[src/rtl/mc_maindec.sv]
// mc_maindec -- multicycle MIPS main control FSM.
// Walks each instruction through fetch/decode/execute/memory/writeback and
// drives the datapath selects, write enables and the 2-bit aluop that feeds
// the ALU decoder. Memory states wait on the memready handshake.
//
// Ports:
//   clk, reset           rising-edge clock, synchronous active-high reset
//   op                   opcode field of the instruction register
//   zero                 ALU zero flag, used in BEQEX
//   memready             memory access completes in a cycle where it is 1
//   pcen                 PC load enable = pcwrite | (branch & zero)
//   memwrite, irwrite    data memory write strobe, IR load
//   regwrite             register file write
//   alusrca, alusrcb     ALU operand selects
//   pcsrc, iord          next-PC select, memory address select
//   memtoreg, regdst     writeback data select, destination register select
//   aluop                00 add, 01 sub, 10 use funct, 11 or
//   illegal              one-cycle pulse in DECODE on an unknown opcode
module mc_maindec (
    input  logic       clk,
    input  logic       reset,
    input  logic [5:0] op,
    input  logic       zero,
    input  logic       memready,
    output logic       pcen,
    output logic       memwrite,
    output logic       irwrite,
    output logic       regwrite,
    output logic       alusrca,
    output logic [1:0] alusrcb,
    output logic [1:0] pcsrc,
    output logic       iord,
    output logic       memtoreg,
    output logic       regdst,
    output logic [1:0] aluop,
    output logic       illegal
);
    localparam logic [5:0] OP_RTYPE = 6'b000000;
    localparam logic [5:0] OP_LW    = 6'b100011;
    localparam logic [5:0] OP_SW    = 6'b101011;
    localparam logic [5:0] OP_BEQ   = 6'b000100;
    localparam logic [5:0] OP_ADDI  = 6'b001000;
    localparam logic [5:0] OP_ORI   = 6'b001101;
    localparam logic [5:0] OP_J     = 6'b000010;

    typedef enum logic [3:0] {
        S_FETCH   = 4'd0,
        S_DECODE  = 4'd1,
        S_MEMADR  = 4'd2,
        S_MEMRD   = 4'd3,
        S_MEMWB   = 4'd4,
        S_MEMWR   = 4'd5,
        S_RTYPEEX = 4'd6,
        S_RTYPEWB = 4'd7,
        S_BEQEX   = 4'd8,
        S_ADDIEX  = 4'd9,
        S_ORIEX   = 4'd10,
        S_ADDIWB  = 4'd11,
        S_ORIWB   = 4'd12,
        S_JEX     = 4'd13
    } state_t;

    state_t state_q, state_d;
    logic   pcwrite, branch;

    always_ff @(posedge clk) begin
        if (reset) state_q <= S_FETCH;
        else       state_q <= state_d;
    end

    // Next-state logic; encodings 14/15 fall back to FETCH.
    always_comb begin
        state_d = S_FETCH;
        case (state_q)
            S_FETCH:   state_d = memready ? S_DECODE : S_FETCH;
            S_DECODE: begin
                case (op)
                    OP_LW, OP_SW: state_d = S_MEMADR;
                    OP_RTYPE:     state_d = S_RTYPEEX;
                    OP_BEQ:       state_d = S_BEQEX;
                    OP_ADDI:      state_d = S_ADDIEX;
                    OP_ORI:       state_d = S_ORIEX;
                    OP_J:         state_d = S_JEX;
                    default:      state_d = S_FETCH;
                endcase
            end
            S_MEMADR:  state_d = (op == OP_LW) ? S_MEMRD : S_MEMWR;
            S_MEMRD:   state_d = memready ? S_MEMWB : S_MEMRD;
            S_MEMWR:   state_d = memready ? S_FETCH : S_MEMWR;
            S_RTYPEEX: state_d = S_RTYPEWB;
            S_ADDIEX:  state_d = S_ADDIWB;
            S_ORIEX:   state_d = S_ORIWB;
            default:   state_d = S_FETCH;
        endcase
    end

    // Moore decode of state; FETCH write enables are gated by memready so
    // the PC and IR only load in the cycle the instruction read completes.
    always_comb begin
        pcwrite  = 1'b0;
        branch   = 1'b0;
        memwrite = 1'b0;
        irwrite  = 1'b0;
        regwrite = 1'b0;
        alusrca  = 1'b0;
        alusrcb  = 2'b00;
        pcsrc    = 2'b00;
        iord     = 1'b0;
        memtoreg = 1'b0;
        regdst   = 1'b0;
        aluop    = 2'b00;
        illegal  = 1'b0;
        case (state_q)
            S_FETCH: begin
                alusrcb = 2'b01;
                irwrite = memready;
                pcwrite = memready;
            end
            S_DECODE: begin
                alusrcb = 2'b11;
                case (op)
                    OP_LW, OP_SW, OP_RTYPE, OP_BEQ,
                    OP_ADDI, OP_ORI, OP_J: illegal = 1'b0;
                    default:               illegal = 1'b1;
                endcase
            end
            S_MEMADR: begin
                alusrca = 1'b1;
                alusrcb = 2'b10;
            end
            S_MEMRD:   iord = 1'b1;
            S_MEMWB: begin
                memtoreg = 1'b1;
                regwrite = 1'b1;
            end
            S_MEMWR: begin
                iord     = 1'b1;
                memwrite = 1'b1;
            end
            S_RTYPEEX: begin
                alusrca = 1'b1;
                aluop   = 2'b10;
            end
            S_RTYPEWB: begin
                regdst   = 1'b1;
                regwrite = 1'b1;
            end
            S_BEQEX: begin
                alusrca = 1'b1;
                aluop   = 2'b01;
                pcsrc   = 2'b01;
                branch  = 1'b1;
            end
            S_ADDIEX: begin
                alusrca = 1'b1;
                alusrcb = 2'b10;
            end
            S_ORIEX: begin
                alusrca = 1'b1;
                alusrcb = 2'b10;
                aluop   = 2'b11;
            end
            S_ADDIWB, S_ORIWB: regwrite = 1'b1;
            S_JEX: begin
                pcsrc   = 2'b10;
                pcwrite = 1'b1;
            end
            default: ;
        endcase
    end

    assign pcen = pcwrite | (branch & zero);

endmodule

[config.mk]
export PLATFORM = sky130hd
export DESIGN_NAME = mc_maindec
export DESIGN_NICKNAME = d
export VERILOG_FILES = /design/src/rtl/mc_maindec.sv
export SDC_FILE = /design/constraint.sdc
export NUM_CORES = 1
export LEC_CHECK = 0
export BUFFER_PORTS_ARGS = -buffer_cell sky130_fd_sc_hd__clkbuf_2
export CAP_MARGIN = 20
export CORE_UTILIZATION = 46
export DETAILED_ROUTE_END_ITERATION = 7
export PLACE_DENSITY = 0.84
export SLEW_MARGIN = 10
export SYNTH_ARGS = -nofsm -noshare
export SYNTH_HDL_FRONTEND = slang
export SYNTH_SLANG_ARGS = --single-unit
[constraint.sdc]
create_clock -name clk -period 1.5 [get_ports clk]
set_input_delay 0.075 -clock clk [delete_from_list [all_inputs] [get_ports clk]]
set_output_delay 0.075 -clock clk [all_outputs]
set_load 0.01 [all_outputs]
### Yosys cells after proc, flatten, opt, wreduce, memory -nomap -nowiden

Index checks and enable logic that the tools add are counted.

* register bits: 4
* input bits: 10
* output and inout bits: 15
* logic and storage cells: 50

* eq/ne operators: 19
* multiplexer cells: 20
* bitwise gates (word level): 2
* reductions and logical operators: 8

Operators by type and width (number)
* 4-bit one-hot mux with 8 select lines: 1
* 4-bit equality test (second input constant): 6
* 4-bit one-hot mux with 6 select lines: 1
* 4-bit by 3-bit equality test with 1-bit output (second input constant): 4
* 6-bit by 4-bit equality test with 1-bit output (second input constant): 2
* 6-bit equality test (second input constant): 2
* 2-bit one-hot mux with 3 select lines: 2
* 1-bit 2-to-1 mux: 11
* 3-bit 2-to-1 mux: 3
* 4-bit by 2-bit equality test with 1-bit output (second input constant): 2
* 7-bit OR reduction: 1
* 6-bit by 2-bit equality test with 1-bit output (second input constant): 1
* 6-bit by 3-bit equality test with 1-bit output (second input constant): 1
* 6-bit logical NOT: 1
* 5-bit OR reduction: 1
* 4-bit by 1-bit equality test with 1-bit output (second input constant): 1
* 4-bit logical NOT: 1
* 2-bit one-hot mux with 2 select lines: 1
* 2-bit OR reduction: 2
* 4-bit OR reduction: 1
* 3-bit OR reduction: 1
* 1-bit one-hot mux with 2 select lines: 1
* 1-bit bitwise AND: 1
* 1-bit OR: 1

### Logic depth before layout (Yosys ltp)

Gate-level depths: netlist of run 1.

* depth after elaboration: 4
* gate-level depth with buffers: 6
* depth with buffers taken out: 4

### Worst setup path before layout of run 1

No wires, ideal clock.

* kind: reg2out
* start point: reg state_q[2]
* end point: out pcen
* arrival time: 1.423 ns
* required time: 1.425 ns
* slack: 0.002 ns
* stages on the path, launching flop included: 4
* cell sequence: dfxtp_1 or2_2 nor4b_1 a211o_1

* cells in the longest elaborated chain, start to end: 4
* elaborated cells between the ends (all ways): 7
* those cells by class: eq/ne (2); mux (2); bitwise (2); reduce/logical (1)

RTL lines
* start: declaration: RTL line 63 `state_t state_q, state_d;`
* start signal: assignment: RTL line 68 `else state_q <= state_d;`
* 4-bit equality test: RTL line 113 `case (state_q)`
* 1-bit 2-to-1 mux: RTL line 113
* 1-bit bitwise AND: RTL line 172 `assign pcen = pcwrite | (branch & zero);`
* 1-bit OR (*): RTL line 172
* end: declaration: RTL line 25 `output logic pcen,`

Every way passes the cells marked *; elsewhere a longest branch is shown, timed or not.

### Worst setup path after layout of run 1

Ends and elaborated chain as after synthesis.

==> results of run 1 <==
-- repair_timing --
| action | 4_1_cts | 5_1_grt |
|---|---|---|
| hold endpoints to repair | 0 | 0 |
| gates cloned | 0 | 0 |
| setup buffers | 0 | 0 |
| resized for setup | 4 | 5 |
| endpoints found under the setup margin | 2 | 3 |
| pin swaps | 1 | 1 |
-- cells in the final DEF (no fill, tap or decap), types with 2 or more instances in the layout --
cell                       count
sky130_fd_sc_hd__clkbuf_2     23
sky130_fd_sc_hd__nor2_1       10
sky130_fd_sc_hd__a21oi_1       6
sky130_fd_sc_hd__nand2_1       6
sky130_fd_sc_hd__nor3_1        5
sky130_fd_sc_hd__buf_4         5
sky130_fd_sc_hd__nand2b_1      3
sky130_fd_sc_hd__o21ai_0       3
sky130_fd_sc_hd__nor4_1        3
sky130_fd_sc_hd__clkbuf_4      3
sky130_fd_sc_hd__xnor2_1       2
sky130_fd_sc_hd__or4_1         2
sky130_fd_sc_hd__o21bai_1      2
sky130_fd_sc_hd__or3b_2        2
sky130_fd_sc_hd__xor2_1        2
sky130_fd_sc_hd__o22ai_1       2
sky130_fd_sc_hd__dfxtp_2       2
-- metal layers --
metal | part of all wire | track usage
met3 | 0.040 | 0.0405
met5 | 0 | 0
met1 | 0.45 | 0.325
met4 | 0.016 | 0.129
met2 | 0.49 | 0.425
-- per-stage QoR --
| stage | instance area (µm²) | setup slack, ns | power, mW |
|---|---|---|---|
| 5_1_grt | 803 | 0.00286 | 0.418 |
| 2_1_floorplan | 623 | 0.00178 | 0.209 |
| 6_report | 803 | 0.0488 | 0.392 |
| 3_3_place_gp | 754 | 0.120 | 0.245 |
| 4_1_cts | 796 | 0.0104 | 0.393 |
| 3_5_place_dp | 754 | 0.0378 | 0.248 |
-- worst max path at each step --
stage | end | slack [ns]
finish | pcen | 0.05
global route | pcen | 0.003
CTS | pcen | 0.01
detailed placement | pcen | 0.04
global placement | state_q[1] | 0.12
floorplan | pcen | 0.002
-- cell usage after synthesis (2+ instances only) --
cell                       instances  share of area
sky130_fd_sc_hd__nor2_1           10          0.060
sky130_fd_sc_hd__nand2_1           7          0.042
sky130_fd_sc_hd__a21oi_1           6          0.048
sky130_fd_sc_hd__nor3_1            5          0.040
sky130_fd_sc_hd__clkbuf_1          4          0.024
sky130_fd_sc_hd__dfxtp_1           4           0.13
sky130_fd_sc_hd__buf_2             3          0.024
sky130_fd_sc_hd__buf_6             3          0.054
sky130_fd_sc_hd__nand2b_1          3          0.030
sky130_fd_sc_hd__nor4_1            3          0.030
sky130_fd_sc_hd__o21ai_0           3          0.024
sky130_fd_sc_hd__o21bai_1          2          0.024
sky130_fd_sc_hd__o22ai_1           2          0.020
sky130_fd_sc_hd__or3b_2            2          0.028
sky130_fd_sc_hd__or4_1             2          0.024
sky130_fd_sc_hd__xnor2_1           2          0.028
sky130_fd_sc_hd__xor2_1            2          0.028
-- cell families (layout without fill, tap and decap cells) --
kind of cell	Yosys count	count (layout)	share of synthesized area
DFF	4	4	0.129
AOI/OAI and AO/OA	25	25	0.281
and+or+nand+nor	45	45	0.426
buffers and inverters	11	34	0.108
xor gates and xnor gates	4	4	0.0562
-- worst max-delay path, delay by kind of cell, from the launching register on --
family | cells | cell delay [ns]
simple gates | 2 | 0.56
flops | 1 | 0.32
compound gates | 1 | 0.13
buf+inv | 1 | 0.13
-- layout make-up --
type / instances / area share
clock buffer: 3 / 0.0280
inverter: 1 / 0.00467
multi-input combinational: 74 / 0.617
sequential: 4 / 0.107
tap: 14 / 0.0218
timing repair buffer: 30 / 0.221
-- power groups by stage --
stage | clock (mW) | sequential, mW | combinational [mW]
3_5_place_dp | 0 | 0.117 | 0.131
2_1_floorplan | 0 | 0.116 | 0.0923
4_1_cts | 0.139 | 0.115 | 0.138
6_report | 0.139 | 0.114 | 0.139
3_3_place_gp | 0 | 0.117 | 0.128
5_1_grt | 0.151 | 0.114 | 0.153
==> PnR_summary.wiki, run 1 <==
{| class="wikitable"
! Metric !! Value
|-
| Logic pwr share || 0.355
|-
| Sequential group share of total power || 0.290
|-
| Antenna Violating Nets Remaining || 0
|-
| Post-DR wirelength/cell || 13.7 µm
|-
| Max-slew headroom at the worst pin || 0.791
|-
| HP Start || reset
|-
| Critical Path Slowest Stage Cell || sky130_fd_sc_hd__dfxtp_2
|-
| GP Congestion || 0.883
|-
| Clock tree from TritonCTS || built
|-
| Std-Cell Rows || 12
|-
| Reported net switching power || 131 µW
|-
| Final period demand of the worst path || 1.45 ns
|-
| Syn_area_per_cell || 7.00 µm²
|-
| Filler Cells Inserted || 111
|-
| Hold WC Path Type || input port to register
|-
| Cell count after placement || 123
|-
| Total number of vias || 757
|-
| FF+latch count, synth || 4
|-
| Largest register FFs || 4
|-
| Global Route Usage Sum || 0.261
|-
| Area added between synthesis and finish || 28.9%
|-
| Max-slew violations || 0
|-
| Reg-to-reg startpoint || state_q[1]
|-
| Per-cell via count in the routed design || 6.01
|-
| Register with the most flip-flops || state_q
|-
| Number of cells produced by synthesis || 89
|-
| Inserted Clock Buffers || 3
|-
| Share of the core filled with cells || 0.677
|-
| Die Width || 38.8 µm
|-
| Via count of the first global-routing pass || 624
|-
| Fraction of final layout cells sized beyond drive strength 1 || 0.393
|-
| Share of synthesized registers carrying an async set or reset || 0
|-
| DR DRC count || 0
|-
| Unique cell type count in the Yosys netlist || 43
|-
| Total number of yosys warnings || 0
|-
| Initial DRT Pass Iterations || 4
|-
| Count of hold buffers inserted by post-cts repair || 0
|-
| Total Wirelength || 1.72 mm
|-
| First-pass GRT wire length || 2.70 mm
|-
| Maximum cell stage delay along the critical path || 0.32 ns
|-
| Sum of overflow across all layers after global routing || 0
|-
| CTS H-tree depth || 1
|-
| Total Neg Setup Slack || 0 ns
|-
| Area occupied by multi-input gates || 495 µm²
|-
| Clock-pin slew on the worst setup and hold paths || 0.04 ns
|-
| Type of the setup path with the least slack || register to output port
|-
| Final Hold Viols || 0
|-
| Count of non-filler cells in the finished layout || 126
|-
| Actual transition at the worst max-transition pin || 0.313 ns
|-
| Status || finished, final reports clean
|-
| Most frequently used flop master after synthesis || sky130_fd_sc_hd__dfxtp_1
|-
| Maximum number of pins on one net before global-route repair || 17
|-
| Sw Share || 0.334
|-
| Launching element type of the critical path || register
|-
| Total I/O pin count || 25
|-
| Worst vdd rail ir drop || 0.253 mV
|-
| Antenna Diode Count || 0
|-
| Worst setup path startpoint || state_q[2]
|-
| RSZ-0062 raised after global routing || no
|-
| Final HPWL from detailed placement || 1.24 mm
|-
| Setup Viol. Count Final || 0
|-
| Internal portion of total power || 261 µW
|-
| Seq/Total Area, Yosys || 0.129
|-
| Largest registers || state_q x4
|-
| Upper clock frequency limit || 689 MHz
|-
| Floorplan Core Area || 1190 µm²
|-
| Worst hold margin || 0.174 ns
|-
| Root buffer selected by CTS || sky130_fd_sc_hd__clkbuf_4
|-
| Critical-path maximum fanout || 4
|-
| Crit share post-route || 0.967
|-
| Critical Path Sink Type || output port
|-
| Number of antenna violations at the first check in global routing || 0
|-
| Syn Nets || 99
|-
| CP cell instances || or2_4 > nor4b_4 > a211o_1 > clkbuf_2
|-
| Worst reg2reg path depth || 4
|-
| Maximum buffer depth of the clock tree || 2
|-
| Area of the die || 1510 µm²
|-
| Leakage power || 0.326 nW
|-
| Post-layout net count || 124
|-
| Total area of sequential cells || 86.3 µm²
|-
| Hold-critical path endpoint || state_q[1]
|-
| Die Y-Extent || 38.8 µm
|-
| Worst clock skew on the final layout || 0.00917 ns
|-
| Internal reg-to-reg setup slack || 0.13 ns
|-
| Data arrival at the endpoint of the critical path || 1.38 ns
|-
| # Max-Cap Violations || 0
|-
| Hold path depth || 3
|-
| Count of flip-flops with a built-in enable after synthesis || 0
|-
| Count of clock tree sinks || 4
|-
| Initial Util || 0.525
|-
| Iter 0 DRT Violations || 26
|-
| Required time at the endpoint of the critical path || 1.42 ns
|-
| Power share of the clock group || 0.355
|-
| Worst-Skew Late Latency || 0.24 ns
|-
| PD cells || 488 nW/µm²
|-
| Total of buffers placed on input and output ports || 24
|-
| Area of the mapped netlist || 623 µm²
|-
| Critical register-to-register path endpoint || state_q[0]
|}
Note: power is estimated with default switching activity, not from simulation.
==> inputs of run 2 (changes only) <==
--- a/config.mk
+++ b/config.mk
@@ -7,9 +7,11 @@
 export LEC_CHECK = 0
 export BUFFER_PORTS_ARGS = -buffer_cell sky130_fd_sc_hd__clkbuf_2
 export CAP_MARGIN = 20
-export CORE_UTILIZATION = 46
+export CORE_AREA = 2 2 39 41
+export CTS_BUF_LIST = sky130_fd_sc_hd__clkbuf_8
 export DETAILED_ROUTE_END_ITERATION = 7
-export PLACE_DENSITY = 0.84
+export DIE_AREA = 0 0 41 43
+export PLACE_DENSITY = 0.85
 export SLEW_MARGIN = 10
 export SYNTH_ARGS = -nofsm -noshare
 export SYNTH_HDL_FRONTEND = slang
==> run 2 against run 1 <==
Net effect: first-iteration DRC count increased by 15%; maximum frequency decreased by 2.4%; clock-buffer cell count unchanged; register-to-register slack gained 0.03 ns; critical path depth unchanged; core utilization is 8.6 points lower; final cell count is 1.6% higher; sequential share of layout area down 0.50 points; critical endpoint unchanged.
==> PnR_summary.wiki, run 2 (synthesis results as in run 1) <==
{| class="wikitable"
! Metric !! Value
|-
| Critical register-to-register path endpoint || state_q[0]
|-
| Antenna Diode Count || 0 (unchanged)
|-
| Leakage power || 0.332 nW (+1.8%)
|-
| Worst hold margin || 0.193 ns (+0.0188 ns)
|-
| Worst vdd rail ir drop || 0.508 mV (+100%)
|-
| Max-slew violations || 0 (unchanged)
|-
| Count of clock tree sinks || 4 (unchanged)
|-
| Total Wirelength || 1.66 mm (-3.5%)
|-
| RSZ-0062 raised after global routing || yes
|-
| Hold-critical path endpoint || state_q[1]
|-
| Post-layout net count || 124 (unchanged)
|-
| Number of antenna violations at the first check in global routing || 0 (unchanged)
|-
| GP Congestion || 0.944 (+6.9%)
|-
| Final Hold Viols || 0 (unchanged)
|-
| Status || finished, final reports clean
|-
| Required time at the endpoint of the critical path || 1.42 ns (about the same)
|-
| HP Start || reset
|-
| Iter 0 DRT Violations || 30 (+15%)
|-
| DR DRC count || 0 (unchanged)
|-
| Actual transition at the worst max-transition pin || 0.297 ns (-0.0153 ns)
|-
| Maximum buffer depth of the clock tree || 2 (unchanged)
|-
| Critical Path Slowest Stage Cell || sky130_fd_sc_hd__dfxtp_2
|-
| Internal reg-to-reg setup slack || 0.16 ns (+0.03 ns)
|-
| Maximum number of pins on one net before global-route repair || 17 (unchanged)
|-
| Count of non-filler cells in the finished layout || 128 (+1.6%)
|-
| Die Width || 41 µm (+5.7%)
|-
| Area of the die || 1760 µm² (+17%)
|-
| Placed Area || 744 µm² (-1.3%)
|-
| Antenna Violating Nets Remaining || 0 (unchanged)
|-
| Upper clock frequency limit || 672 MHz (-2.4%)
|-
| Final design instance area without fill || 818 µm² (+1.9%)
|-
| Worst clock skew on the final layout || 0.00130 ns (-0.00787 ns)
|-
| Critical Path Sink Type || output port
|-
| Count of hold buffers inserted by post-cts repair || 0 (unchanged)
|-
| CP cell instances || or2_4 > nor4b_4 > a211o_1 > buf_2
|-
| Post-DR wirelength/cell || 13.0 µm (-5.0%)
|-
| Std-Cell Rows || 14 (+2)
|-
| Overall power of the completed layout || 480 µW (+22%)
|-
| Worst reg2reg path depth || 4 (unchanged)
|-
| Total I/O pin count || 25 (unchanged)
|-
| Register with the most flip-flops || state_q
|-
| Largest register FFs || 4 (unchanged)
|-
| Global Route Usage Sum || 0.218 (-0.0424)
|-
| Hold path depth || 3 (unchanged)
|-
| Share of the core filled with cells || 0.591 (-0.0859)
|-
| Clock tree from TritonCTS || built
|-
| Most frequent cells in the layout || sky130_fd_sc_hd__clkbuf_2, sky130_fd_sc_hd__nor2_1, sky130_fd_sc_hd__a21oi_1, sky130_fd_sc_hd__nand2_1, sky130_fd_sc_hd__buf_4
|-
| Total of buffers placed on input and output ports || 24 (unchanged)
|-
| Worst-Skew Late Latency || 0.21 ns (-0.03 ns)
|-
| First-pass GRT wire length || 2.77 mm (+2.6%)
|-
| Launching element type of the critical path || register
|-
| Max-slew headroom at the worst pin || 0.801 (+0.0102)
|-
| Data arrival at the endpoint of the critical path || 1.41 ns (+0.03 ns)
|-
| Setup Viol. Count Final || 0 (unchanged)
|-
| Initial DRT Pass Iterations || 4 (unchanged)
|-
| Fraction of final layout cells sized beyond drive strength 1 || 0.402 (+0.00893)
|-
| Per-cell via count in the routed design || 5.83 (-3.0%)
|-
| # Max-Cap Violations || 0 (unchanged)
|-
| Total Neg Setup Slack || 0 ns (unchanged)
|-
| Critical-path maximum fanout || 6 (+2)
|-
| Sum of overflow across all layers after global routing || 0 (unchanged)
|-
| Hold WC Path Type || input port to register
|-
| Most frequent standard cell in the layout excluding fill and tap cells || sky130_fd_sc_hd__clkbuf_2
|-
| Final HPWL from detailed placement || 1.25 mm (+0.57%)
|-
| Die Y-Extent || 43 µm (+11%)
|-
| Initial Util || 0.450 (-0.0750)
|-
| Via count of the first global-routing pass || 665 (+6.6%)
|-
| Largest registers || state_q x4
|-
| Root buffer selected by CTS || sky130_fd_sc_hd__clkbuf_8
|-
| Crit share post-route || 0.992 (+0.0243)
|-
| Setup WS pre-CTS || 0.0401 ns (+0.00228 ns)
|-
| Reg-to-reg startpoint || state_q[1]
|-
| Post-layout worst setup margin || 0.0123 ns (-0.0364 ns)
|-
| CTS H-tree depth || 1 (unchanged)
|-
| Type of the setup path with the least slack || register to output port
|-
| Area added between synthesis and finish || 31.3%
|-
| Cell count after placement || 125 (+1.6%)
|-
| Final period demand of the worst path || 1.49 ns (+0.0364 ns)
|-
| Total number of vias || 746 (-1.5%)
|-
| Maximum cell stage delay along the critical path || 0.33 ns (about the same)
|-
| Inserted Clock Buffers || 3 (unchanged)
|-
| Clock-pin slew on the worst setup and hold paths || 0.03 ns (about the same)
|-
| PD cells || 586 nW/µm² (+20%)
|-
| Floorplan Core Area || 1380 µm² (+17%)
|}
==> run 2: cell counts in the layout (fill, tap and decap cells not counted) <==
No cell type changed its count.
==> run 2: layout make-up <==
type | count | area [µm²]
Clock buffer | 3 | 41.3
Fill cell | 136 | 566
Inverter | 1 | 3.75
Multi-Input combinational cell | 74 | 500
Sequential cell | 4 | 83.8
Tap cell | 16 | 20.0
Timing Repair Buffer | 30 | 169
==> run 2: how the worst max path moves through the flow <==
| stage | startpoint | end | slack, ns | depth (start not counted) |
|---|---|---|---|---|
| 2_1_floorplan | state_q[2] | pcen | 0.002 | 3 |
| 3_5_place_dp | state_q[3] | pcen | 0.04 | 4 |
| 4_1_cts | state_q[0] | pcen | 0.03 | 4 |
| 6_report | state_q[3] | pcen | 0.01 | 4 |
| 3_3_place_gp | state_q[3] | pcen | 0.13 | 4 |
| 5_1_grt | state_q[3] | pcen | -0.03 | 4 |
==> run 2: critical path: cells and delay by family (launching register included) <==
family	cells	cell delay [ns]
AOI/OAI and AO/OA	1	0.15
DFF	1	0.33
and+or+nand+nor	2	0.59
buffers and inverters	1	0.12
==> run 2: layer usage <==
| metal | up-vias | part of all wire | global-route usage |
|---|---|---|---|
| met5 | - | 0 | 0 |
| met4 | 0 | 0.011 | 0.0733 |
| met3 | 2 | 0.058 | 0.0524 |
| met2 | 35 | 0.48 | 0.325 |
| met1 | 334 | 0.45 | 0.296 |
| li1 | 375 | - | - |
==> run 2: what timing repair did <==
action	4_1_cts	5_1_grt
setup endpoints to repair	2	3
buffers inserted	0	0
resized for setup	4	7
pin swaps	0	2
==> run 2: where the power goes <==
group	total (mW)	switching [mW]	internal, mW
clock network	0.220	0.0495	0.171
registers	0.118	0.00630	0.111
logic	0.142	0.0774	0.0648
total	0.480	0.133	0.347
==> inputs of run 3 (changes only) <==
--- a/config.mk
+++ b/config.mk
@@ -12,6 +12,7 @@
 export DETAILED_ROUTE_END_ITERATION = 7
 export DIE_AREA = 0 0 41 43
 export PLACE_DENSITY = 0.85
+export RECOVER_POWER = 50
 export SLEW_MARGIN = 10
 export SYNTH_ARGS = -nofsm -noshare
 export SYNTH_HDL_FRONTEND = slang
==> run 3 against run 2 <==
Net effect: first-iteration DRC count unchanged; sequential power about the same; non-clock buffer count unchanged; sequential share of layout area about the same; maximum frequency about the same; global-route usage unchanged; die area unchanged; flip-flop and latch count unchanged; register-to-register slack about the same; via count up 0.27%; clock-buffer cell count unchanged; core utilization down 0.18 points; highest routed layer unchanged.
==> PnR_summary.wiki, run 3 (synthesis results as in run 1) <==
{| class="wikitable"
! Metric !! Value
|-
| Global Route Usage Sum || 0.218 (unchanged)
|-
| Sequential group share of total power || 0.245 (about the same)
|-
| Most frequent cells in the layout || sky130_fd_sc_hd__clkbuf_2, sky130_fd_sc_hd__nor2_1, sky130_fd_sc_hd__a21oi_1, sky130_fd_sc_hd__nand2_1, sky130_fd_sc_hd__buf_4
|-
| Type of the setup path with the least slack || register to output port
|-
| Antenna Violating Nets Remaining || 0 (unchanged)
|-
| Final Hold Viols || 0 (unchanged)
|-
| Crit share post-route || 0.992 (about the same)
|-
| Area added between synthesis and finish || 30.9%
|-
| Per-cell via count in the routed design || 5.84 (+0.27%)
|-
| Total Wirelength || 1.68 mm (+0.66%)
|-
| RSZ-0062 raised after global routing || yes
|-
| Initial Util || 0.450 (unchanged)
|-
| Most frequent standard cell in the layout excluding fill and tap cells || sky130_fd_sc_hd__clkbuf_2
|-
| Worst vdd rail ir drop || 0.508 mV (about the same)
|-
| DR DRC count || 0 (unchanged)
|-
| Root buffer selected by CTS || sky130_fd_sc_hd__clkbuf_8
|-
| Iter 0 DRT Violations || 30 (unchanged)
|-
| Die Y-Extent || 43 µm (unchanged)
|-
| Std-Cell Rows || 14 (unchanged)
|-
| Maximum cell stage delay along the critical path || 0.33 ns (about the same)
|-
| Global Route met1 Usage || 0.296 (unchanged)
|-
| Total of buffers placed on input and output ports || 24 (unchanged)
|-
| Total I/O pin count || 25 (unchanged)
|-
| Max-slew headroom at the worst pin || 0.801 (about the same)
|-
| Post-DR wirelength/cell || 13.1 µm (+0.66%)
|-
| Met2 usage in global routing || 0.325 (unchanged)
|-
| Final period demand of the worst path || 1.49 ns (+0.000441 ns)
|-
| Share of the core filled with cells || 0.590 (-0.00181)
|-
| Maximum number of pins on one net before global-route repair || 17 (unchanged)
|-
| Largest register FFs || 4 (unchanged)
|-
| Global Route met3 Usage || 0.0524 (unchanged)
|-
| Most used routing layer in global routing || met2
|-
| Initial DRT Pass Iterations || 4 (unchanged)
|-
| Number of antenna violations at the first check in global routing || 0 (unchanged)
|-
| Critical-path maximum fanout || 6 (unchanged)
|-
| Clock tree from TritonCTS || built
|-
| PD cells || 588 nW/µm² (+0.32%)
|-
| Total number of vias || 748 (+0.27%)
|-
| Fraction of final layout cells sized beyond drive strength 1 || 0.384 (-0.0179)
|-
| Critical Path Slowest Stage Cell || sky130_fd_sc_hd__dfxtp_2
|-
| GP Congestion || 0.944 (unchanged)
|-
| Count of clock tree sinks || 4 (unchanged)
|-
| Critical Path Sink Type || output port
|-
| Sw Share || 0.278 (+0.000626)
|-
| Data arrival at the endpoint of the critical path || 1.41 ns (about the same)
|-
| Reported net switching power || 134 µW (+0.24%)
|-
| Die Width || 41 µm (unchanged)
|-
| First-pass GRT wire length || 2.77 mm (unchanged)
|-
| CTS H-tree depth || 1 (unchanged)
|-
| Actual transition at the worst max-transition pin || 0.297 ns (-0.000254 ns)
|-
| Required time at the endpoint of the critical path || 1.42 ns (about the same)
|-
| Register with the most flip-flops || state_q
|-
| Max-slew violations || 0 (unchanged)
|-
| Upper clock frequency limit || 672 MHz (about the same)
|-
| Inserted Clock Buffers || 3 (unchanged)
|-
| Worst-Skew Late Latency || 0.21 ns (about the same)
|-
| Setup Viol. Count Final || 0 (unchanged)
|-
| Leakage power || 0.326 nW (-1.8%)
|-
| Internal portion of total power || 346 µW (about the same)
|-
| Logic pwr share || 0.296 (about the same)
|-
| Sum of overflow across all layers after global routing || 0 (unchanged)
|-
| # Max-Cap Violations || 0 (unchanged)
|-
| Area of the die || 1760 µm² (unchanged)
|-
| Clock-pin slew on the worst setup and hold paths || 0.03 ns (about the same)
|-
| Status || finished, final reports clean
|-
| Worst clock skew on the final layout || 0.00136 ns (+0.0000578 ns)
|-
| Final HPWL from detailed placement || 1.25 mm (unchanged)
|-
| CP cell instances || or2_4 > nor4b_4 > a211o_1 > buf_2
|-
| Maximum buffer depth of the clock tree || 2 (unchanged)
|-
| Post-layout net count || 124 (unchanged)
|-
| Total Neg Setup Slack || 0 ns (unchanged)
|-
| Count of hold buffers inserted by post-cts repair || 0 (unchanged)
|-
| Largest registers || state_q x4
|-
| Hold WC Path Type || input port to register
|-
| Antenna Diode Count || 0 (unchanged)
|-
| Floorplan Core Area || 1380 µm² (unchanged)
|-
| Via count of the first global-routing pass || 665 (unchanged)
|-
| Launching element type of the critical path || register
|-
| Power share of the clock group || 0.459 (about the same)
|}
run 3: final timing paths:
| path | startpoint | endpoint | slack [ns] | depth (start not counted) |
|---|---|---|---|---|
| setup / recovery | state_q[3] | pcen | 0.01 | 4 |
| hold / removal | reset | state_q[1] | 0.19 | 3 |
| setup reg to reg | state_q[1] | state_q[0] | 0.16 | 4 |
| hold reg to reg | state_q[0] | state_q[1] | 0.66 | 3 |
run 3: power by group through the flow:
| stage | registers (mW) | clock network (mW) | logic (mW) |
|---|---|---|---|
| after detailed placement | 0.118 | 0 | 0.133 |
| after floorplan | 0.116 | 0 | 0.0923 |
| final | 0.118 | 0.220 | 0.142 |
| after global placement | 0.118 | 0 | 0.130 |
| after CTS | 0.117 | 0.227 | 0.139 |
| after global routing | 0.118 | 0.231 | 0.156 |
run 3: worst max-delay path: cells and delay by family (launching register included):
family,cells,cell delay [ns]
and+or+nand+nor,2,0.59
DFF,1,0.33
AOI/OAI and AO/OA,1,0.15
buffers and inverters,1,0.12
run 3: metrics by stage:
step / power (mW) / hold WS (ns) / cell area (µm²) / setup slack, ns / cells
finish: 0.480 / 0.193 / 816 / 0.0119 / 128
global placement: 0.248 / 0.423 / 744 / 0.129 / 125
detailed placement: 0.251 / 0.416 / 744 / 0.0401 / 125
floorplan: 0.209 / 0.258 / 623 / 0.00178 / 89
CTS: 0.483 / 0.183 / 805 / 0.0278 / 128
global route: 0.505 / 0.216 / 816 / -0.0271 / 128
run 3: final cells by class:
type,count,area (µm²)
timing repair buffer,30,166
fill,137,568
tap,16,20.0
inverter,1,3.75
clock buffer,3,41.3
multi-input combinational,74,500
sequential,4,83.8
run 3: what timing repair did:
item | in CTS | in global routing
pin swaps | 0 | 2
setup endpoints to repair | 2 | 3
gates cloned | 0 | 0
gates resized for setup | 4 | 7
buffers inserted | 0 | 0
hold endpoints to repair | 0 | 0
run 3: metal layers:
metal  share of wire  vias up
li1                -      375
met1            0.44      335
met2            0.48       36
met3           0.067        2
met4           0.011        0
met5               0        -
